==> config.mk <==
export PLATFORM = sky130hd
export DESIGN_NAME = branch_checkpoint_unit
export DESIGN_NICKNAME = d
export VERILOG_FILES = /design/src/rtl/branch_checkpoint_unit_pkg.sv /design/src/rtl/branch_checkpoint_unit_branch_id_match.sv /design/src/rtl/branch_checkpoint_unit.sv
export SDC_FILE = /design/constraint.sdc
export NUM_CORES = 1
export LEC_CHECK = 0
export BUFFER_PORTS_ARGS = -buffer_cell sky130_fd_sc_hd__buf_2
export CAP_MARGIN = 15
export CORE_AREA = 2 2 414 416
export DETAILED_ROUTE_END_ITERATION = 10
export DIE_AREA = 0 0 416 418
export HOLD_SLACK_MARGIN = 0.08
export SLEW_MARGIN = 20
export SYNTH_ARGS = -nofsm -noshare
export SYNTH_HDL_FRONTEND = slang
export SYNTH_HIERARCHICAL = 1
export SYNTH_SLANG_ARGS = --single-unit
==> constraint.sdc <==
create_clock -name clk -period 3.4 [get_ports clk]
set_clock_uncertainty 0.1 [all_clocks]
set_input_delay 0.34 -clock clk [delete_from_list [all_inputs] [get_ports clk]]
set_output_delay 0.34 -clock clk [all_outputs]
set_load 0.03 [all_outputs]
==> src/rtl/branch_checkpoint_unit_pkg.sv <==
// ----------------------------------------------------------------------------
// branch_checkpoint_unit_pkg
// Shared sizing constants, the per-slot checkpoint record and a small popcount
// helper used by the branch checkpoint unit and its id comparator.
// ----------------------------------------------------------------------------
package branch_checkpoint_unit_pkg;

  localparam int BRANCH_NUM             = 4;
  localparam int BRANCH_NUM_INDEX       = $clog2(BRANCH_NUM);
  localparam int REG_NUM                = 32;
  localparam int PHYS_REG_NUM           = 64;
  localparam int PHYS_REG_NUM_INDEX     = $clog2(PHYS_REG_NUM);
  localparam int ACTIVE_LIST_SIZE       = 32;
  localparam int ACTIVE_LIST_SIZE_INDEX = $clog2(ACTIVE_LIST_SIZE);
  localparam int MAP_W                  = REG_NUM * PHYS_REG_NUM_INDEX;

  // One checkpoint slot: the branch that owns it, the rename state captured
  // when it was renamed, and whether its delay slot has been renamed since.
  typedef struct packed {
    logic [ACTIVE_LIST_SIZE_INDEX-1:0] branch_id;
    logic [PHYS_REG_NUM_INDEX-1:0]     free_head;
    logic [MAP_W-1:0]                  rename_map;
    logic                              ds_valid;
  } checkpoint_t;

  function automatic logic [BRANCH_NUM_INDEX:0] popcount(
    input logic [BRANCH_NUM-1:0] vec
  );
    logic [BRANCH_NUM_INDEX:0] cnt;
    cnt = '0;
    for (int i = 0; i < BRANCH_NUM; i++) begin
      cnt = cnt + {{BRANCH_NUM_INDEX{1'b0}}, vec[i]};
    end
    return cnt;
  endfunction

endpackage

==> src/rtl/branch_checkpoint_unit_branch_id_match.sv <==
// ----------------------------------------------------------------------------
// branch_id_match
// Compares a lookup key against the branch id held in every checkpoint slot.
// Only valid slots can match, and the whole mask is gated by i_en.
//
// Ports:
//   i_en     lookup request this cycle
//   i_valid  slot valid bits
//   i_ids    flattened per-slot branch ids, slot i at [i*ALI +: ALI]
//   i_key    branch id being looked up
//   o_match  per-slot hit mask (one-hot under a well-behaved protocol)
// ----------------------------------------------------------------------------
module branch_id_match
  import branch_checkpoint_unit_pkg::*;
(
  input  logic                                         i_en,
  input  logic [BRANCH_NUM-1:0]                        i_valid,
  input  logic [BRANCH_NUM*ACTIVE_LIST_SIZE_INDEX-1:0] i_ids,
  input  logic [ACTIVE_LIST_SIZE_INDEX-1:0]            i_key,
  output logic [BRANCH_NUM-1:0]                        o_match
);

  localparam int ALI = ACTIVE_LIST_SIZE_INDEX;

  always_comb begin
    o_match = '0;
    for (int i = 0; i < BRANCH_NUM; i++) begin
      o_match[i] = i_en && i_valid[i] && (i_ids[i*ALI +: ALI] == i_key);
    end
  end

endmodule

==> src/rtl/branch_checkpoint_unit.sv <==
// ----------------------------------------------------------------------------
// branch_checkpoint_unit
// Circular array of rename checkpoints for in-flight branches. Rename captures
// the free-list head and map table of a branch into the slot at write_pointer;
// a correctly resolved branch releases its slot; misprediction recovery loads
// a pruned valid mask and write pointer; a flush empties the array.
//
// Ports:
//   clk, rst_n           clock, asynchronous active-low reset
//   alloc_*              checkpoint allocation from rename (id, free head, map)
//   alloc_ready          slot at write_pointer is free
//   ds_mark/ds_branch_id delay slot of a checkpointed branch was renamed
//   resolve_ok/_id       branch resolved as correctly predicted
//   miss_*               recovery state loaded on a misprediction
//   flush                clear every slot
//   valid, write_pointer, branch_id, free_head_pointer, rename_buffer,
//   ds_valid, occupancy  registered checkpoint state for the recovery logic
// ----------------------------------------------------------------------------
module branch_checkpoint_unit
  import branch_checkpoint_unit_pkg::*;
(
  input  logic                                         clk,
  input  logic                                         rst_n,
  input  logic                                         alloc_req,
  input  logic [ACTIVE_LIST_SIZE_INDEX-1:0]            alloc_branch_id,
  input  logic [PHYS_REG_NUM_INDEX-1:0]                alloc_free_head,
  input  logic [MAP_W-1:0]                             alloc_rename_map,
  output logic                                         alloc_ready,
  input  logic                                         ds_mark,
  input  logic [ACTIVE_LIST_SIZE_INDEX-1:0]            ds_branch_id,
  input  logic                                         resolve_ok,
  input  logic [ACTIVE_LIST_SIZE_INDEX-1:0]            resolve_branch_id,
  input  logic                                         miss_load,
  input  logic [BRANCH_NUM-1:0]                        miss_valid,
  input  logic [BRANCH_NUM_INDEX-1:0]                  miss_write_pointer,
  input  logic                                         flush,
  output logic [BRANCH_NUM-1:0]                        valid,
  output logic [BRANCH_NUM_INDEX-1:0]                  write_pointer,
  output logic [BRANCH_NUM*ACTIVE_LIST_SIZE_INDEX-1:0] branch_id,
  output logic [BRANCH_NUM*PHYS_REG_NUM_INDEX-1:0]     free_head_pointer,
  output logic [BRANCH_NUM*MAP_W-1:0]                  rename_buffer,
  output logic [BRANCH_NUM-1:0]                        ds_valid,
  output logic [BRANCH_NUM_INDEX:0]                    occupancy
);

  localparam int ALI = ACTIVE_LIST_SIZE_INDEX;
  localparam int PRI = PHYS_REG_NUM_INDEX;
  localparam int BNI = BRANCH_NUM_INDEX;

  checkpoint_t                 r_ckpt [BRANCH_NUM];
  logic [BRANCH_NUM-1:0]       r_valid;
  logic [BNI-1:0]              r_write_pointer;
  logic [BNI:0]                r_occupancy;

  logic [BRANCH_NUM*ALI-1:0]   w_ids;
  logic [BRANCH_NUM-1:0]       w_ds_cur;
  logic [BRANCH_NUM-1:0]       w_ds_mask;
  logic [BRANCH_NUM-1:0]       w_resolve_mask;
  logic [BRANCH_NUM-1:0]       w_alloc_onehot;
  logic                        w_alloc_fire;
  logic                        w_alloc_ds;
  logic [BRANCH_NUM-1:0]       w_valid_nxt;
  logic [BRANCH_NUM-1:0]       w_ds_nxt;
  logic [BNI-1:0]              w_write_pointer_nxt;

  // Flatten the slot array for the comparators and the output view.
  always_comb begin
    w_ids             = '0;
    w_ds_cur          = '0;
    free_head_pointer = '0;
    rename_buffer     = '0;
    for (int i = 0; i < BRANCH_NUM; i++) begin
      w_ids[i*ALI +: ALI]               = r_ckpt[i].branch_id;
      w_ds_cur[i]                       = r_ckpt[i].ds_valid;
      free_head_pointer[i*PRI +: PRI]   = r_ckpt[i].free_head;
      rename_buffer[i*MAP_W +: MAP_W]   = r_ckpt[i].rename_map;
    end
  end

  assign branch_id     = w_ids;
  assign ds_valid      = w_ds_cur;
  assign valid         = r_valid;
  assign write_pointer = r_write_pointer;
  assign occupancy     = r_occupancy;

  // Readiness depends only on registered state, so a slot freed by a resolve
  // this cycle can only be allocated from the next cycle on.
  assign alloc_ready = !r_valid[r_write_pointer];

  branch_id_match u_ds_match (
    .i_en    (ds_mark),
    .i_valid (r_valid),
    .i_ids   (w_ids),
    .i_key   (ds_branch_id),
    .o_match (w_ds_mask)
  );

  branch_id_match u_resolve_match (
    .i_en    (resolve_ok),
    .i_valid (r_valid),
    .i_ids   (w_ids),
    .i_key   (resolve_branch_id),
    .o_match (w_resolve_mask)
  );

  assign w_alloc_fire = alloc_req && alloc_ready && !miss_load && !flush;
  // The comparators only see valid slots, so a delay slot renamed together
  // with its branch is caught here against the incoming id instead.
  assign w_alloc_ds   = ds_mark && (ds_branch_id == alloc_branch_id);

  always_comb begin
    w_alloc_onehot                  = '0;
    w_alloc_onehot[r_write_pointer] = 1'b1;

    w_valid_nxt         = r_valid;
    w_ds_nxt            = w_ds_cur;
    w_write_pointer_nxt = r_write_pointer;

    if (flush) begin
      w_valid_nxt         = '0;
      w_ds_nxt            = '0;
      w_write_pointer_nxt = '0;
    end else if (miss_load) begin
      // A branch that resolves correctly in the recovery cycle is still freed.
      w_valid_nxt         = miss_valid & ~w_resolve_mask;
      w_ds_nxt            = w_ds_cur & w_valid_nxt;
      w_write_pointer_nxt = miss_write_pointer;
    end else begin
      w_valid_nxt = (r_valid & ~w_resolve_mask)
                  | (w_alloc_fire ? w_alloc_onehot : '0);
      w_ds_nxt    = (w_ds_cur | w_ds_mask) & ~w_resolve_mask;
      if (w_alloc_fire) begin
        w_ds_nxt[r_write_pointer] = w_alloc_ds;
        w_write_pointer_nxt       = r_write_pointer + 1'b1;
      end
    end
  end

  always_ff @(posedge clk or negedge rst_n) begin
    if (!rst_n) begin
      r_valid         <= '0;
      r_write_pointer <= '0;
      r_occupancy     <= '0;
      for (int i = 0; i < BRANCH_NUM; i++) begin
        r_ckpt[i] <= '0;
      end
    end else begin
      r_valid         <= w_valid_nxt;
      r_write_pointer <= w_write_pointer_nxt;
      r_occupancy     <= popcount(w_valid_nxt);
      for (int i = 0; i < BRANCH_NUM; i++) begin
        r_ckpt[i].ds_valid <= w_ds_nxt[i];
        if (w_alloc_fire && (r_write_pointer == BNI'(i))) begin
          r_ckpt[i].branch_id  <= alloc_branch_id;
          r_ckpt[i].free_head  <= alloc_free_head;
          r_ckpt[i].rename_map <= alloc_rename_map;
        end
      end
    end
  end

endmodule

**Yosys cells after proc, flatten, opt, wreduce, memory -nomap -nowiden**

Index checks and enable logic that the tools add are counted.

- Add/subtract/negate cells: 4
- $lt $le $gt $ge: 2
- Eq/ne operators: 12
- Muxes and demuxes: 14
- Bitwise logic cells: 7
- Reductions and logical operators: 30

Operators by type and width:

| cell | number |
|---|---|
| 5-bit equality test | 9 |
| 1-bit logical AND | 25 |
| 4-bit two-way mux | 6 |
| 4-bit bitwise AND | 4 |
| 4-bit OR | 2 |
| 2-bit two-way mux | 3 |
| 4-bit bitwise mux | 1 |
| 2-bit equality test, second input constant | 2 |
| 4-bit inverter | 1 |
| 2-bit by 1-bit adder with 3-bit output | 1 |
| 3-bit by 1-bit adder with 3-bit output | 1 |
| 1-bit logical NOT | 3 |
| 2-bit by 3-bit < comparator with 1-bit output, second input constant | 1 |
| 3-bit nonzero test | 1 |
| 1-bit by 1-bit adder with 2-bit output | 1 |
| 2-bit by 1-bit adder with 2-bit output, second input constant | 1 |
| 1-bit binary-select mux with 2-bit select | 1 |
| 1-bit demux with 2-bit select | 1 |
| 2-bit by 1-bit equality test with 1-bit output, second input constant | 1 |
| 2-bit by 1-bit greater-or-equal comparator with 1-bit output, second input constant | 1 |
| 2-bit logical NOT | 1 |
| 1-bit two-way mux | 2 |

- Bits in registers: 825
- Input bits: 226

**Longest topological paths before layout**

Gate-level depths: netlist of run 1.

- Word-level depth: 13
- Mapped depth: 11

**Cells and area by module**

Netlist of run 1, hierarchy kept.

Modules (own cells, without submodules):

| module | instances | cells an instance | area each (µm²) | seq. area each (µm²) |
|---|---|---|---|---|
| branch_checkpoint_unit | 1 | 1813 | 32777.7 | 20644.8 |
| branch_id_match | 2 | 37 | 321.6 | 0.0 |

**Worst setup path after synthesis of run 1**

OpenSTA, ideal clock, no wires.

- Path type: register to register
- Start point: register r_write_pointer[1], in the netlist write_pointer[1]
- End point: register r_occupancy[1], in the netlist occupancy[1]
- Setup time: 0.126 ns
- Data arrival time: 2.839 ns
- Required time: 3.174 ns
- Path slack: 0.335 ns
- Cell stages (with the launch flop): 12
- Path buffers: 3
- Cell sequence: dfrtp_1 mux2_4 a2bb2o_4 buf_6 nand3_4 buf_6 buf_6 a21o_1 fa_1 inv_1 ha_1 ha_1

- Cells in the longest elaborated chain, start to end: 13

RTL lines:

| item | line | text |
|---|---|---|
| from (decl) | branch_checkpoint_unit.sv:52 | `logic [BNI-1:0] r_write_pointer;` |
| from (signal assigned) | branch_checkpoint_unit.sv:149 | `r_write_pointer <= w_write_pointer_nxt;` |
| branches (longest 6 deep; another with 2-bit by 3-bit < comparator with 1-bit output) | - |  |
| 4-bit two-way mux (*) | branch_checkpoint_unit.sv:130 | `\| (w_alloc_fire ? w_alloc_onehot : '0);` |
| 4-bit OR (*) | branch_checkpoint_unit.sv:130 |  |
| 4-bit two-way mux (*) | branch_checkpoint_unit.sv:123 | `end else if (miss_load) begin` |
| 4-bit two-way mux (*) | branch_checkpoint_unit.sv:119 | `if (flush) begin` |
| 1-bit by 1-bit adder with 2-bit output | branch_checkpoint_unit_pkg.sv:32 | `cnt = cnt + {{BRANCH_NUM_INDEX{1'b0}}, vec[i]};` |
| 2-bit by 1-bit adder with 3-bit output | branch_checkpoint_unit_pkg.sv:32 |  |
| 3-bit by 1-bit adder with 3-bit output (*) | branch_checkpoint_unit_pkg.sv:32 |  |
| to (signal assigned) | branch_checkpoint_unit.sv:150 | `r_occupancy <= popcount(w_valid_nxt);` |
| to (decl) | branch_checkpoint_unit.sv:53 | `logic [BNI:0] r_occupancy;` |

Every way passes the cells marked *. The select of a mux whose other input is x is not followed.
A chain may end at the register's enable or synchronous reset.

**Worst setup path in the final report of run 1**

- Start point: register r_write_pointer[1], in the netlist write_pointer[1]
- End point: register ds_valid[2] (netlist name)

- Cells in the longest elaborated chain, start to end: 9

RTL lines:

| item | line | text |
|---|---|---|
| branches (longest 6 deep; another with 2-bit by 3-bit < comparator with 1-bit output) | - |  |
| 4-bit two-way mux (*) | branch_checkpoint_unit.sv:132 | `if (w_alloc_fire) begin` |
| 4-bit two-way mux (*) | branch_checkpoint_unit.sv:123 |  |
| 4-bit two-way mux (*) | branch_checkpoint_unit.sv:119 |  |
| net w_ds_nxt[2] | branch_checkpoint_unit.sv:63 | `logic [BRANCH_NUM-1:0] w_ds_nxt;` |

Mark *: on every way through the listed nets, which the timed path passes. The select of a mux whose other input is x is not followed.

==> results of run 1 <==
## synth_stat cells (all sizes together)
cell,count
and3,1
dfrtp,825
nand2b,2
clkbuf,2
a211oi,1
nand4,8
mux2i,6
nand2,5
a2bb2o,1
nand3b,4
or2,3
nand3,12
o221a,5
buf,99
nor3,1
a31oi,5
and2,1
inv,6
a21oi,5
xnor2,41
a21o,3
fa,1
o21ai,2
xor2,4
nor4,1
ha,6
or3,4
nor2,20
mux2,813
## flip-flops by register name, indices dropped and copies added (netlist names)
| name | cells |
|---|---|
| ds_valid | 4 |
| valid | 4 |
| rename_buffer | 768 |
| write_pointer | 2 |
| occupancy | 3 |
| free_head_pointer | 24 |
| branch_id | 20 |
## timing repair
action / in CTS / in global routing
hold buffers: 223 / 0
hold endpoints to repair: 872 / 0
gates resized for setup: 0 / 0
## worst max-delay path, stage by stage (launching register included)
cell           delay (ns)
dfrtp_1              0.47
mux2_4               0.34
a2bb2o_4             0.32
nand3_4              0.24
buf_12               0.25
buf_4                0.21
o221a_2              0.27
dlygate4sd3_1        0.55
## worst max path at each step
stage	slack [ns]	to	depth (start not counted)	start
after floorplan	0.34	occupancy[1]	11	write_pointer[1]
after global placement	0.62	occupancy[1]	8	write_pointer[1]
after detailed placement	0.60	occupancy[1]	8	write_pointer[1]
after CTS	0.49	ds_valid[2]	7	write_pointer[1]
after global routing	0.38	ds_valid[2]	7	write_pointer[1]
final	0.50	ds_valid[2]	7	write_pointer[1]
## routing by layer
metal  global-route usage [%]  wire length (µm)
met5                        0                13
met4                     4.90              4040
met3                     3.48              6810
met2                     20.6             55400
met1                     14.4             43400
## stage by stage
stage                     cell area (µm²)  power (µW)  hold WS, ns  instances
after global routing                46500       40300        0.135       5496
after floorplan                     33400       23300      -0.0556       1887
after global placement              41100       28100        0.370       5107
after CTS                           46500       39100        0.131       5496
after detailed placement            41100       28300        0.370       5107
final                               46500       38700        0.150       5497
## logic make-up after synthesis
logic type	Yosys count	synth area share, %
flip-flops	825	61.8
multiplexers	819	32.0
buffers and inverters	107	3.01
AND/OR/NAND/NOR	62	1.09
XOR/XNOR	45	1.36
AO/OA/AOI/OAI	22	0.517
adder cells (fa/ha/maj)	7	0.285
## cell type report
class,instances,area (µm²)
multi-input cells,955,11800
flip-flops and latches,825,20600
clock buffers,131,2720
inverters,6,22.5
repair buffers,1326,8170
clock inverters,35,424
well taps,2218,2780
diodes,1,2.50
fillers,17200,123000
## power breakdown
group          internal, µW  total [µW]  switching (µW)
clock network          6130       10400            4240
logic                  5100       14100            9030
registers             12600       14200            1590
total                 23900       38700           14900
==> results.ini, run 1 <==
[outcome]
status=finished clean

[timing]
hold_viol=0
fin_ws_ns=0.505
rsz0062_at_grt=no
fin_crit_sh_pct=85.1
period_needed_ns=2.90
fin_tns_setup_ns=0
clock.fmax_mhz=345
relSlewSlack_pct=24.4
setup_violations=0
finalMaxSlewViolations=0
tightest_slew_ns=1.13

[detailed_routing]
drtIter0Drc=1020
ant_nets=0
post_drt_wl_per_cell_um=20.0
vias_per_cell=3.90
first_pass_iters=5
via_count=21500
drc_errors=0
wl_um=110000

[yosys]
synth_top_area_share_pct=61.8
syn_avg_cell_area_um2=17.7
synth_nets=2120
netlist_area_um2=33400
ys_seq_elements=825
ys_seq_area_share_pct=61.8
synthCells=1887
yosysUniqueCellTypes=35
synthTopCellsByArea=dfrtp_1 (62%), mux2_4 (18%), mux2_2 (13%)
synth_top_area_cell=dfrtp_1
yosysWarnings=6

[floorplanning]
fp.coreArea_um2=169000
start_util_pct=19.8
chipWidth_um=416
dieArea_um2=174000
io_pins=1052
rows=151
fp.dieH_um=418

[worst_setup_path]
r2r_slack_ns=0.50
crit_type=reg -> reg
worstSetupEndpointType=flip-flop
r2r-end=ds_valid[2]
arrival_ns=3.38
start_kind=flip-flop
cp_data_required_time_ns=3.89
r2r_cells=7
worstReg2RegStart=write_pointer[1]
critPathMaxFanout=23

[global_route]
grt_pass1_wl_um=158000
grt_remaining_overflow=0
grt_max_degree=99
grtUsageTotal_pct=12.2
grt_pass1_vias=22700
antenna_found_initial=4

[layout]
area_growth_pct=39.2
layout_commonest_cell=buf_2
nets=3440
drive_gt1_share_pct=62.6
mostFrequentLayoutCells=buf_2 (1050), dfrtp_1 (825), mux2_4 (391), mux2_2 (385), dlygate4sd3_1 (223)
fin_util_pct=27.5

[clocking]
clkSinkCount=825
clock_latency_ns=0.70
cts_buffers=93
htree_num_levels=3
cts_tree=built
cts_root_buf=clkbuf_16
clk_pin_slew_worst_paths_ns=0.06
clockBufferDepth=3
post_cts_buffers=0

[hold_path]
min_path_type=in -> async

[placed_design]
gp_congestion=0.886
hpwlAfterDp_um=78900
pre_cts_ws_ns=0.605
io_buffer_count=1051

[pwr]
ir_worst_vdd_uv=456
p_per_area_nw_per_um2=832
p_leak_uw=0.0244

[run]
cap_violations=0

Power figures use the tool's default switching activity.
==> run 2: changes to the inputs <==
Settings changed: PLACE_DENSITY_LB_ADDON from default to 0.15.
==> run 2 against run 1 <==
Effect of this change:
- first-iteration DRC count down 15%
- clock power is 4% higher
- flip-flop and latch count stayed put
- die area is the same
- critical path type is now in -> reg
- core utilization up 0.065 points
- critical path depth is 3 higher
- via count shrank 2.2%
==> results.ini, run 2 (synthesis results as in run 1) <==
[layout]
area_growth_pct=39.6
mostFrequentLayoutCells=buf_2 (1050), dfrtp_1 (825), mux2_4 (391), mux2_2 (385), dlygate4sd3_1 (220)
layout_commonest_cell=buf_2
drive_gt1_share_pct=62.5
largest_reg_flops=768
nets=3447

[timing]
clock.fmax_mhz=350
hold_viol=0
setup_violations=0
fin_crit_sh_pct=83.9
period_needed_ns=2.85
rsz0062_at_grt=no
relSlewSlack_pct=31.4
holdWs_ns=0.239
tightest_slew_ns=1.03
finalMaxSlewViolations=0
fin_tns_setup_ns=0

[global_route]
grt-busiest-layer=met2
grt_remaining_overflow=0
grt_use_met2_pct=23.5
grtUsageTotal_pct=13.9
grt_max_degree=86
antenna_found_initial=9
gr-usage-met3_pct=4.12
grt_pass1_wl_um=176000
grt_use_met1_pct=16.6
grt_pass1_vias=22600

[clocking]
post_cts_buffers=0
clk_pin_slew_worst_paths_ns=0.06
cts_tree=built
clock_latency_ns=0.70
clkSinkCount=825
clockBufferDepth=3
cts_resized=0
cts_hold_repair.buffers=221
cts_buffers=101
cts_root_buf=clkbuf_16
htree_num_levels=3

[worst_setup_path]
cp_data_required_time_ns=3.89
critPathMaxFanout=11
path_cells=dlygate4sd3_1 > buf_2 > mux2i_1 > dlygate4sd3_1 > or2_2 > a21o_1 > fa_1 > inv_1 > ha_1 > ha_1
slowest_stage=dlygate4sd3_1
start_kind=input port
crit_type=in -> reg
worstSetupEndpointType=flip-flop
slowest_delay_ns=0.55
arrival_ns=3.34

[detailed_routing]
vias_per_cell=3.81
drc_errors=0
drtIter0Drc=867
ant_nets=0
first_pass_iters=4
wl_um=124000
post_drt_wl_per_cell_um=22.5
via_count=21000

[pwr]
clock_power_share_pct=27.3
p_leak_uw=0.0244
p_seq_share_pct=36.0
p_sw_share_pct=39.0
switchingPower_uw=15400
pwr-share-comb_pct=36.7
p_per_area_nw_per_um2=844
ir_worst_vdd_uv=484
intPower_uw=24000

[floorplanning]
start_util_pct=19.8
chipWidth_um=416
fp.coreArea_um2=169000
dieArea_um2=174000
fp.dieH_um=418
io_pins=1052
rows=151

[placed_design]
hpwlAfterDp_um=89800
io_buffer_count=1051
gp_congestion=0.785

[hold_path]
min_path_type=in -> async

[outcome]
status=finished clean

[run]
cap_violations=0

-- run 2: per-stage QoR --
stage                     instances  area (µm²)  setup slack [ns]  power, µW  util [%]
after floorplan                1887       33400             0.335      23300         -
after global placement         5108       41100             0.628      28700      24.3
after detailed placement       5108       41100             0.610      28800      24.3
after CTS                      5506       46600             0.551      40100      27.6
after global routing           5508       46600             0.454      41200      27.6
final                          5511       46600             0.546      39400      27.6
-- run 2: worst paths after layout --
kind,from,to,slack [ns],cells past startpoint
worst max-delay path,miss_load,occupancy[1],0.55,10
worst min-delay path,rst_n,rename_buffer[719],0.24,3
worst max register to register,valid[0],occupancy[1],0.55,8
worst min register to register,rename_buffer[433],rename_buffer[433],0.39,1
max in group asynchronous,rst_n,rename_buffer[451],2.27,4
min in group clk,resolve_branch_id[2],ds_valid[3],0.26,6
-- run 2: power by group through the flow --
stage                     registers, µW  logic (µW)  clock network, µW
after global routing              14500       15100              11600
after detailed placement          14300       14500                  0
after CTS                         14200       14700              11200
final                             14200       14400              10800
after floorplan                   19900        3490                  0
after global placement            14200       14500                  0
-- run 2: layer usage --
layer / up-vias / part of all wire (%) / wire, µm
met5: - / 0.010 / 13
met1: 10800 / 41 / 50800
li1: 9319 / - / -
met3: 176 / 6.1 / 7570
met2: 646 / 50 / 61600
met4: 2 / 3.3 / 4130
-- run 2: critical path, delay by kind of cell --
family	cells	cell delay (ns)
mux	1	0.11
fa+ha+maj	3	0.98
compound gates	1	0.20
simple gates	1	0.29
buf+inv	4	1.41
-- run 2: layout make-up --
type                       instances  area, µm²
multi-input combinational        955      11800
timing repair buffer            1325       8160
inverter                           6       22.5
tap                             2218       2780
clock inverter                    24        239
sequential                       825      20600
clock buffer                     153       3020
antenna                            5       12.5
fill                           17500     122000
